[src/rtl/vro_pkg.sv]
// Shared definitions for the vector-reverse-ordering scheduler:
// default burst geometry, FSM state encoding and requester ids.
package vro_pkg;

    localparam int VRO_LEN  = 6;   // elements per burst
    localparam int VRO_W    = 3;   // element width
    localparam int VRO_WDOG = 15;  // idle cycles tolerated while waiting on the engine

    typedef enum logic [1:0] {
        ST_IDLE   = 2'd0,
        ST_GRANT  = 2'd1,
        ST_WAIT   = 2'd2,
        ST_RETURN = 2'd3
    } vro_state_e;

    localparam logic OWN0 = 1'b0;
    localparam logic OWN1 = 1'b1;

endpackage

[src/rtl/vro_sched_if.sv]
// Bundle of requester-side and engine-side signals around the scheduler.
// master: the scheduler itself; slave: requesters plus engine.
interface vro_sched_if #(
    parameter int W = vro_pkg::VRO_W
);
    logic         req0;
    logic         req1;
    logic [W-1:0] data0;
    logic [W-1:0] data1;
    logic         gnt0;
    logic         gnt1;
    logic         eng_in_valid;
    logic [W-1:0] eng_in;
    logic         eng_out_valid;
    logic [W-1:0] eng_out;
    logic         out0_valid;
    logic [W-1:0] out0;
    logic         out1_valid;
    logic [W-1:0] out1;
    logic         err;

    modport master (
        input  req0, req1, data0, data1, eng_out_valid, eng_out,
        output gnt0, gnt1, eng_in_valid, eng_in, out0_valid, out0, out1_valid, out1, err
    );

    modport slave (
        output req0, req1, data0, data1, eng_out_valid, eng_out,
        input  gnt0, gnt1, eng_in_valid, eng_in, out0_valid, out0, out1_valid, out1, err
    );
endinterface

[src/rtl/vro_rr_arb.sv]
// Two-way round-robin pick: a lone requester wins outright, a tie goes to
// the requester that was not served last.
module vro_rr_arb
    import vro_pkg::*;
(
    input  logic req0_i,
    input  logic req1_i,
    input  logic last_i,
    output logic valid_o,
    output logic owner_o
);

    // Combinational owner selection from the current requests and last winner
    always_comb begin
        valid_o = req0_i | req1_i;
        if (req0_i && req1_i) begin
            owner_o = ~last_i;
        end else if (req1_i) begin
            owner_o = OWN1;
        end else begin
            owner_o = OWN0;
        end
    end

endmodule

[src/rtl/vro_sched.sv]
// Scheduler sharing one vector-reverse engine between two requesters:
// grant one burst, stream it into the engine, wait for the reversed burst
// and route it back to its owner. A watchdog aborts a stalled engine.
module vro_sched
    import vro_pkg::*;
#(
    parameter int LEN  = VRO_LEN,
    parameter int W    = VRO_W,
    parameter int WDOG = VRO_WDOG
) (
    input  logic         clk,
    input  logic         rst_n,
    vro_sched_if.master  bus
);

    localparam int CNT_W = $clog2(LEN) + 1;
    localparam int WD_W  = $clog2(WDOG + 1);
    localparam logic [CNT_W-1:0] CNT_LAST = CNT_W'(LEN - 1);
    localparam logic [WD_W-1:0]  WD_LIMIT = WD_W'(WDOG);

    vro_state_e       state_q;
    logic             owner_q;
    logic             last_q;
    logic [CNT_W-1:0] cnt_q;
    logic [WD_W-1:0]  wdog_q;
    logic [WD_W-1:0]  wdog_d;
    logic             wdog_exp_s;

    logic             gnt0_q;
    logic             gnt1_q;
    logic             eng_in_valid_q;
    logic [W-1:0]     eng_in_q;
    logic             out0_valid_q;
    logic [W-1:0]     out0_q;
    logic             out1_valid_q;
    logic [W-1:0]     out1_q;
    logic             err_q;

    logic             arb_valid_s;
    logic             arb_owner_s;
    logic [W-1:0]     data_own_s;

    vro_rr_arb u_arb (
        .req0_i  (bus.req0),
        .req1_i  (bus.req1),
        .last_i  (last_q),
        .valid_o (arb_valid_s),
        .owner_o (arb_owner_s)
    );

    // Select the granted requester's element for the engine input register
    always_comb begin
        if (owner_q == OWN1) begin
            data_own_s = bus.data1;
        end else begin
            data_own_s = bus.data0;
        end
    end

    // Watchdog next count and expiry: expiry fires when the count would reach WDOG
    always_comb begin
        wdog_d     = wdog_q + WD_W'(1);
        wdog_exp_s = (wdog_d == WD_LIMIT);
    end

    // Scheduler FSM with all outputs registered; pulses default low every cycle
    always_ff @(posedge clk or negedge rst_n) begin
        if (!rst_n) begin
            state_q        <= ST_IDLE;
            owner_q        <= OWN0;
            last_q         <= OWN1;
            cnt_q          <= '0;
            wdog_q         <= '0;
            gnt0_q         <= 1'b0;
            gnt1_q         <= 1'b0;
            eng_in_valid_q <= 1'b0;
            eng_in_q       <= '0;
            out0_valid_q   <= 1'b0;
            out0_q         <= '0;
            out1_valid_q   <= 1'b0;
            out1_q         <= '0;
            err_q          <= 1'b0;
        end else begin
            eng_in_valid_q <= 1'b0;
            eng_in_q       <= '0;
            out0_valid_q   <= 1'b0;
            out0_q         <= '0;
            out1_valid_q   <= 1'b0;
            out1_q         <= '0;
            err_q          <= 1'b0;
            case (state_q)
                ST_IDLE: begin
                    // engine beats arriving here are dropped on purpose
                    if (arb_valid_s) begin
                        owner_q <= arb_owner_s;
                        gnt0_q  <= (arb_owner_s == OWN0);
                        gnt1_q  <= (arb_owner_s == OWN1);
                        cnt_q   <= '0;
                        state_q <= ST_GRANT;
                    end else begin
                        state_q <= ST_IDLE;
                    end
                end
                ST_GRANT: begin
                    eng_in_valid_q <= 1'b1;
                    eng_in_q       <= data_own_s;
                    if (cnt_q == CNT_LAST) begin
                        gnt0_q  <= 1'b0;
                        gnt1_q  <= 1'b0;
                        last_q  <= owner_q;
                        cnt_q   <= '0;
                        wdog_q  <= '0;
                        state_q <= ST_WAIT;
                    end else begin
                        cnt_q   <= cnt_q + CNT_W'(1);
                    end
                end
                ST_WAIT, ST_RETURN: begin
                    if (bus.eng_out_valid) begin
                        wdog_q <= '0;
                        if (owner_q == OWN0) begin
                            out0_valid_q <= 1'b1;
                            out0_q       <= bus.eng_out;
                        end else begin
                            out1_valid_q <= 1'b1;
                            out1_q       <= bus.eng_out;
                        end
                        if (cnt_q == CNT_LAST) begin
                            cnt_q   <= '0;
                            state_q <= ST_IDLE;
                        end else begin
                            cnt_q   <= cnt_q + CNT_W'(1);
                            state_q <= ST_RETURN;
                        end
                    end else if (wdog_exp_s) begin
                        err_q   <= 1'b1;
                        wdog_q  <= '0;
                        cnt_q   <= '0;
                        state_q <= ST_IDLE;
                    end else begin
                        wdog_q  <= wdog_d;
                    end
                end
                default: begin
                    state_q <= ST_IDLE;
                end
            endcase
        end
    end

    assign bus.gnt0         = gnt0_q;
    assign bus.gnt1         = gnt1_q;
    assign bus.eng_in_valid = eng_in_valid_q;
    assign bus.eng_in       = eng_in_q;
    assign bus.out0_valid   = out0_valid_q;
    assign bus.out0         = out0_q;
    assign bus.out1_valid   = out1_valid_q;
    assign bus.out1         = out1_q;
    assign bus.err          = err_q;

endmodule

[src/flat_wrapper.sv]
// flat-port wrapper written by rule: the top's interface ports become plain ports
module vro_sched_flat import vro_pkg::*;
#(
    parameter int LEN  = VRO_LEN,
    parameter int W    = VRO_W,
    parameter int WDOG = VRO_WDOG
)
  (clk, rst_n, bus_req0, bus_req1, bus_data0, bus_data1, bus_eng_out_valid, bus_eng_out, bus_gnt0, bus_gnt1, bus_eng_in_valid, bus_eng_in, bus_out0_valid, bus_out0, bus_out1_valid, bus_out1, bus_err);
  vro_sched_if #(.W(W)) bus_i ();
  input  logic clk;
  input  logic rst_n;
  input wire logic [$bits(bus_i.req0)-1:0] bus_req0;
  input wire logic [$bits(bus_i.req1)-1:0] bus_req1;
  input wire logic [$bits(bus_i.data0)-1:0] bus_data0;
  input wire logic [$bits(bus_i.data1)-1:0] bus_data1;
  input wire logic [$bits(bus_i.eng_out_valid)-1:0] bus_eng_out_valid;
  input wire logic [$bits(bus_i.eng_out)-1:0] bus_eng_out;
  output wire logic [$bits(bus_i.gnt0)-1:0] bus_gnt0;
  output wire logic [$bits(bus_i.gnt1)-1:0] bus_gnt1;
  output wire logic [$bits(bus_i.eng_in_valid)-1:0] bus_eng_in_valid;
  output wire logic [$bits(bus_i.eng_in)-1:0] bus_eng_in;
  output wire logic [$bits(bus_i.out0_valid)-1:0] bus_out0_valid;
  output wire logic [$bits(bus_i.out0)-1:0] bus_out0;
  output wire logic [$bits(bus_i.out1_valid)-1:0] bus_out1_valid;
  output wire logic [$bits(bus_i.out1)-1:0] bus_out1;
  output wire logic [$bits(bus_i.err)-1:0] bus_err;
  assign bus_i.req0 = bus_req0;
  assign bus_i.req1 = bus_req1;
  assign bus_i.data0 = bus_data0;
  assign bus_i.data1 = bus_data1;
  assign bus_i.eng_out_valid = bus_eng_out_valid;
  assign bus_i.eng_out = bus_eng_out;
  assign bus_gnt0 = bus_i.gnt0;
  assign bus_gnt1 = bus_i.gnt1;
  assign bus_eng_in_valid = bus_i.eng_in_valid;
  assign bus_eng_in = bus_i.eng_in;
  assign bus_out0_valid = bus_i.out0_valid;
  assign bus_out0 = bus_i.out0;
  assign bus_out1_valid = bus_i.out1_valid;
  assign bus_out1 = bus_i.out1;
  assign bus_err = bus_i.err;
  vro_sched #(.LEN(LEN), .W(W), .WDOG(WDOG)) u_core (.clk(clk), .rst_n(rst_n), .bus(bus_i));
endmodule
[config.mk]
export PLATFORM = sky130hd
export DESIGN_NAME = vro_sched_flat
export DESIGN_NICKNAME = d
export VERILOG_FILES = /design/src/rtl/vro_pkg.sv /design/src/rtl/vro_sched_if.sv /design/src/rtl/vro_rr_arb.sv /design/src/rtl/vro_sched.sv /design/src/flat_wrapper.sv
export SDC_FILE = /design/constraint.sdc
export NUM_CORES = 1
export LEC_CHECK = 0
export CAP_MARGIN = 20
export CORE_AREA = 4 4 66 68
export CTS_BUF_LIST = sky130_fd_sc_hd__clkbuf_16
export DETAILED_ROUTE_END_ITERATION = 10
export DIE_AREA = 0 0 70 72
export MAX_ROUTING_LAYER = met4
export PLACE_DENSITY = 0.62
export SYNTH_ARGS = -nofsm -noshare
export SYNTH_HDL_FRONTEND = slang
export SYNTH_HIERARCHICAL = 1
export SYNTH_SLANG_ARGS = --single-unit
[constraint.sdc]
create_clock -name clk -period 2.8 [get_ports clk]
set_input_delay 0.56 -clock clk [delete_from_list [all_inputs] [get_ports clk]]
set_output_delay 0.56 -clock clk [all_outputs]
set_load 0.01 [all_outputs]
==> results.cfg <==
[placement]
post-dp-hpwl_um = 1980
numPortBuffers = 28
gp_congestion = 0.926

[synthesis]
yosys.cell_types.count = 38
yosys.area.top_type = dfrtp_1
synth.area.top_cells = dfrtp_1 51%, nand2_1 3.5%, and2_1 3.4%
syn-mean-instance-area_um2 = 10.3
seq_area_frac_synth_pct = 53.0
yosysWarnings = 6
ys_ff_latch = 27
synth_area_um2 = 1280
netlist.area_leader.share_pct = 51.0
synth_nets = 140
synth_edf_count = 0
ys.flop_type = dfrtp_1
async_reset_ff_share_pct = 100
postSynthCellCount = 124

[sta]
slew_violations = 0
hold_viol = 0
finalClockSkew_ns = 0.00170
fmax_mhz = 537
setup_violations = 0
fin_crit_sh_pct = 66.6
max_slew_margin_pct = 70.8
rsz0062_at_grt = no
fin_tns_setup_ns = 0
min_period_ns = 1.86
tightest_slew_ns = 0.432

[critical_path]
start_kind = input pin
critical_path_arrival_ns = 2.03
cp_cell_sequence = clkdlybuf4s50_1 -> or3b_2 -> o31ai_2 -> nor3_1 -> o211ai_1
crit_slowest_cell = or3b_2
path_max_fanout = 7
crit_path_max_incr_delay_ns = 0.52
worst_r2r_path_depth = 6
r2r-end = u_core/cnt_q[1]
worstPathRequired_ns = 2.97
crit_type = in2reg
r2r_start = u_core/wdog_q[0]
cp-end-kind = register
r2r_setup_slack_ns = 1.05

[global_route]
grt_pass1_vias = 992
grt_max_degree = 28
grt_pass1_wl_um = 4640
globalRoute.totalOverflow = 0
grtUsageMet1_pct = 13.7
grt.busiest_layer = met2
grt_use_total_pct = 11.5
gr-usage-met3_pct = 3.32
use_met2_pct = 19.3
antenna_found_initial = 0

[die]
die_area_um2 = 5040
initial_utilization_pct = 33.1
core_um2 = 3860
die_w_um = 70
std_cell_rows = 23
io_pins = 29
die_h_um = 72

[clock_network]
cts.sinks = 27
max-clock-path-buffers = 2
htree_num_levels = 1
cts_hold_buf = 0
clk_latency_ns = 0.26
cts_tree = yes
ctsResizeCount = 0
cts_root_buf = clkbuf_16
clkTransAtPathRegs_ns = 0.06
cts_inserted_buffers = 3
post-cts-setup-buffer-count = 0

[final_layout]
drive_gt1_share_pct = 7.79
layout_commonest_cell = clkdlybuf4s50_1
regArea_um2 = 677
final_cell_mix = 28 x clkdlybuf4s50_1, 26 x dfrtp_1, 12 x nand2_1
synthToLayoutAreaGrowth_pct = 32.8
nets = 171
antenna_cells = 0
finish.utilization_pct = 44.0
multi_input_area_um2 = 547
fillCellCount = 362

[worst_hold_path]
worstHoldPathCells = 2
whs_endpoint = u_core/bus.gnt0
holdCritPathClass = reg2reg
worstHoldStart = u_core/bus.gnt0

[route]
via_per_inst = 4.84
drtIter0Drc = 53
drtAntennaViolNets = 0
avgRoutedWirePerCell_um = 12.8
wirelength_um = 2600
drt_pre_antenna_iters = 5
drc_errors = 0
vias = 987

[pwr]
p_leak_uw = 0.000735
worst_ir_drop_vdd_mv = 0.357
power.density_nw_per_um2 = 948
fin_total_pwr_uw = 1610

[outcome]
status = finished, final reports clean

[job]
drv_cap = 0
==> metrics by stage <==
stage	setup slack (ns)	cell area, um2	std cells	hold WS, ns
2_1_floorplan	1.20	1280	124	0.264
3_3_place_gp	0.718	1620	200	0.527
3_5_place_dp	0.660	1620	200	0.561
4_1_cts	0.922	1700	204	0.571
5_1_grt	0.795	1700	204	0.610
6_report	0.936	1700	204	0.564
==> critical path, delay by kind of cell <==
family / cells / cell delay (ns)
buf+inv: 1 / 0.50
simple gates: 2 / 0.67
compound gates: 2 / 0.31
==> routing by layer <==
| metal | up-vias | routed length, um | share of wire [%] |
|---|---|---|---|
| li1 | 487 | - | - |
| met1 | 459 | 1190 | 46 |
| met2 | 35 | 1180 | 46 |
| met3 | 6 | 180 | 6.9 |
| met4 | 0 | 42 | 1.6 |
| met5 | - | 0 | 0 |
==> where the power goes <==
part / total (uW) / switching, uW / internal, uW / leakage [uW]
clock: 315 / 123 / 192 / 0.0000409
combinational: 603 / 299 / 304 / 0.000347
sequential: 690 / 158 / 532 / 0.000347
total: 1610 / 580 / 1030 / 0.000735
==> synth_stat cells, types with 2 or more instances <==
cell type and count:
a31oi_1 3, nor3_1 2, nand3_1 4, and2_1 7, o21ai_0 8, o22ai_1 2
nor2_1 8, a21oi_1 5, mux2i_1 4, nand2_1 12, nand2b_1 3, inv_1 11
dfrtp_1 26, clkbuf_1 3, o211ai_1 2, ha_1 2
==> state kept, by name, indices dropped and copies added (netlist names) <==
register	cells
u_core/cnt_q	4
u_core/wdog_q	4
u_core/bus.eng_in	3
u_core/bus.out0	3
u_core/bus.out1	3
u_core/state_q	2
u_core/bus.eng_in_valid	1
u_core/bus.err	1
u_core/bus.gnt0	1
u_core/bus.gnt1	1
u_core/bus.out0_valid	1
u_core/bus.out1_valid	1
u_core/last_q	1
u_core/owner_q	1
==> area by class of cell <==
type | instances | area share (%)
multi-input cells | 83 | 32.3
well taps | 50 | 3.69
flip-flops and latches | 27 | 39.9
inverters | 11 | 2.44
clock buffers | 3 | 4.43
repair buffers | 29 | 17.0
clock inverters | 1 | 0.295
==> worst max path at each step <==
stage	slack (ns)	cells past startpoint	end	startpoint
2_1_floorplan	1.20	6	u_core/wdog_q[2]	u_core/wdog_q[0]
3_3_place_gp	0.72	5	u_core/cnt_q[3]	bus_eng_out_valid
3_5_place_dp	0.66	5	u_core/wdog_q[2]	bus_eng_out_valid
4_1_cts	0.92	5	u_core/wdog_q[2]	bus_eng_out_valid
5_1_grt	0.80	5	u_core/cnt_q[0]	bus_eng_out_valid
6_report	0.94	5	u_core/cnt_q[1]	bus_eng_out_valid
==> kinds of logic (layout without fill, tap and decap cells) <==
family	Yosys count	after routing	synth area share [%]
muxes	5	5	4.02
xor gates and xnor gates	2	2	1.37
buffers and inverters	14	44	4.12
DFF	27	27	53.0
AOI/OAI and AO/OA	27	27	15.1
adders and majority gates	2	2	1.96
and+or+nand+nor	47	47	20.4
No activity file was read; power rests on OpenSTA's default activity.
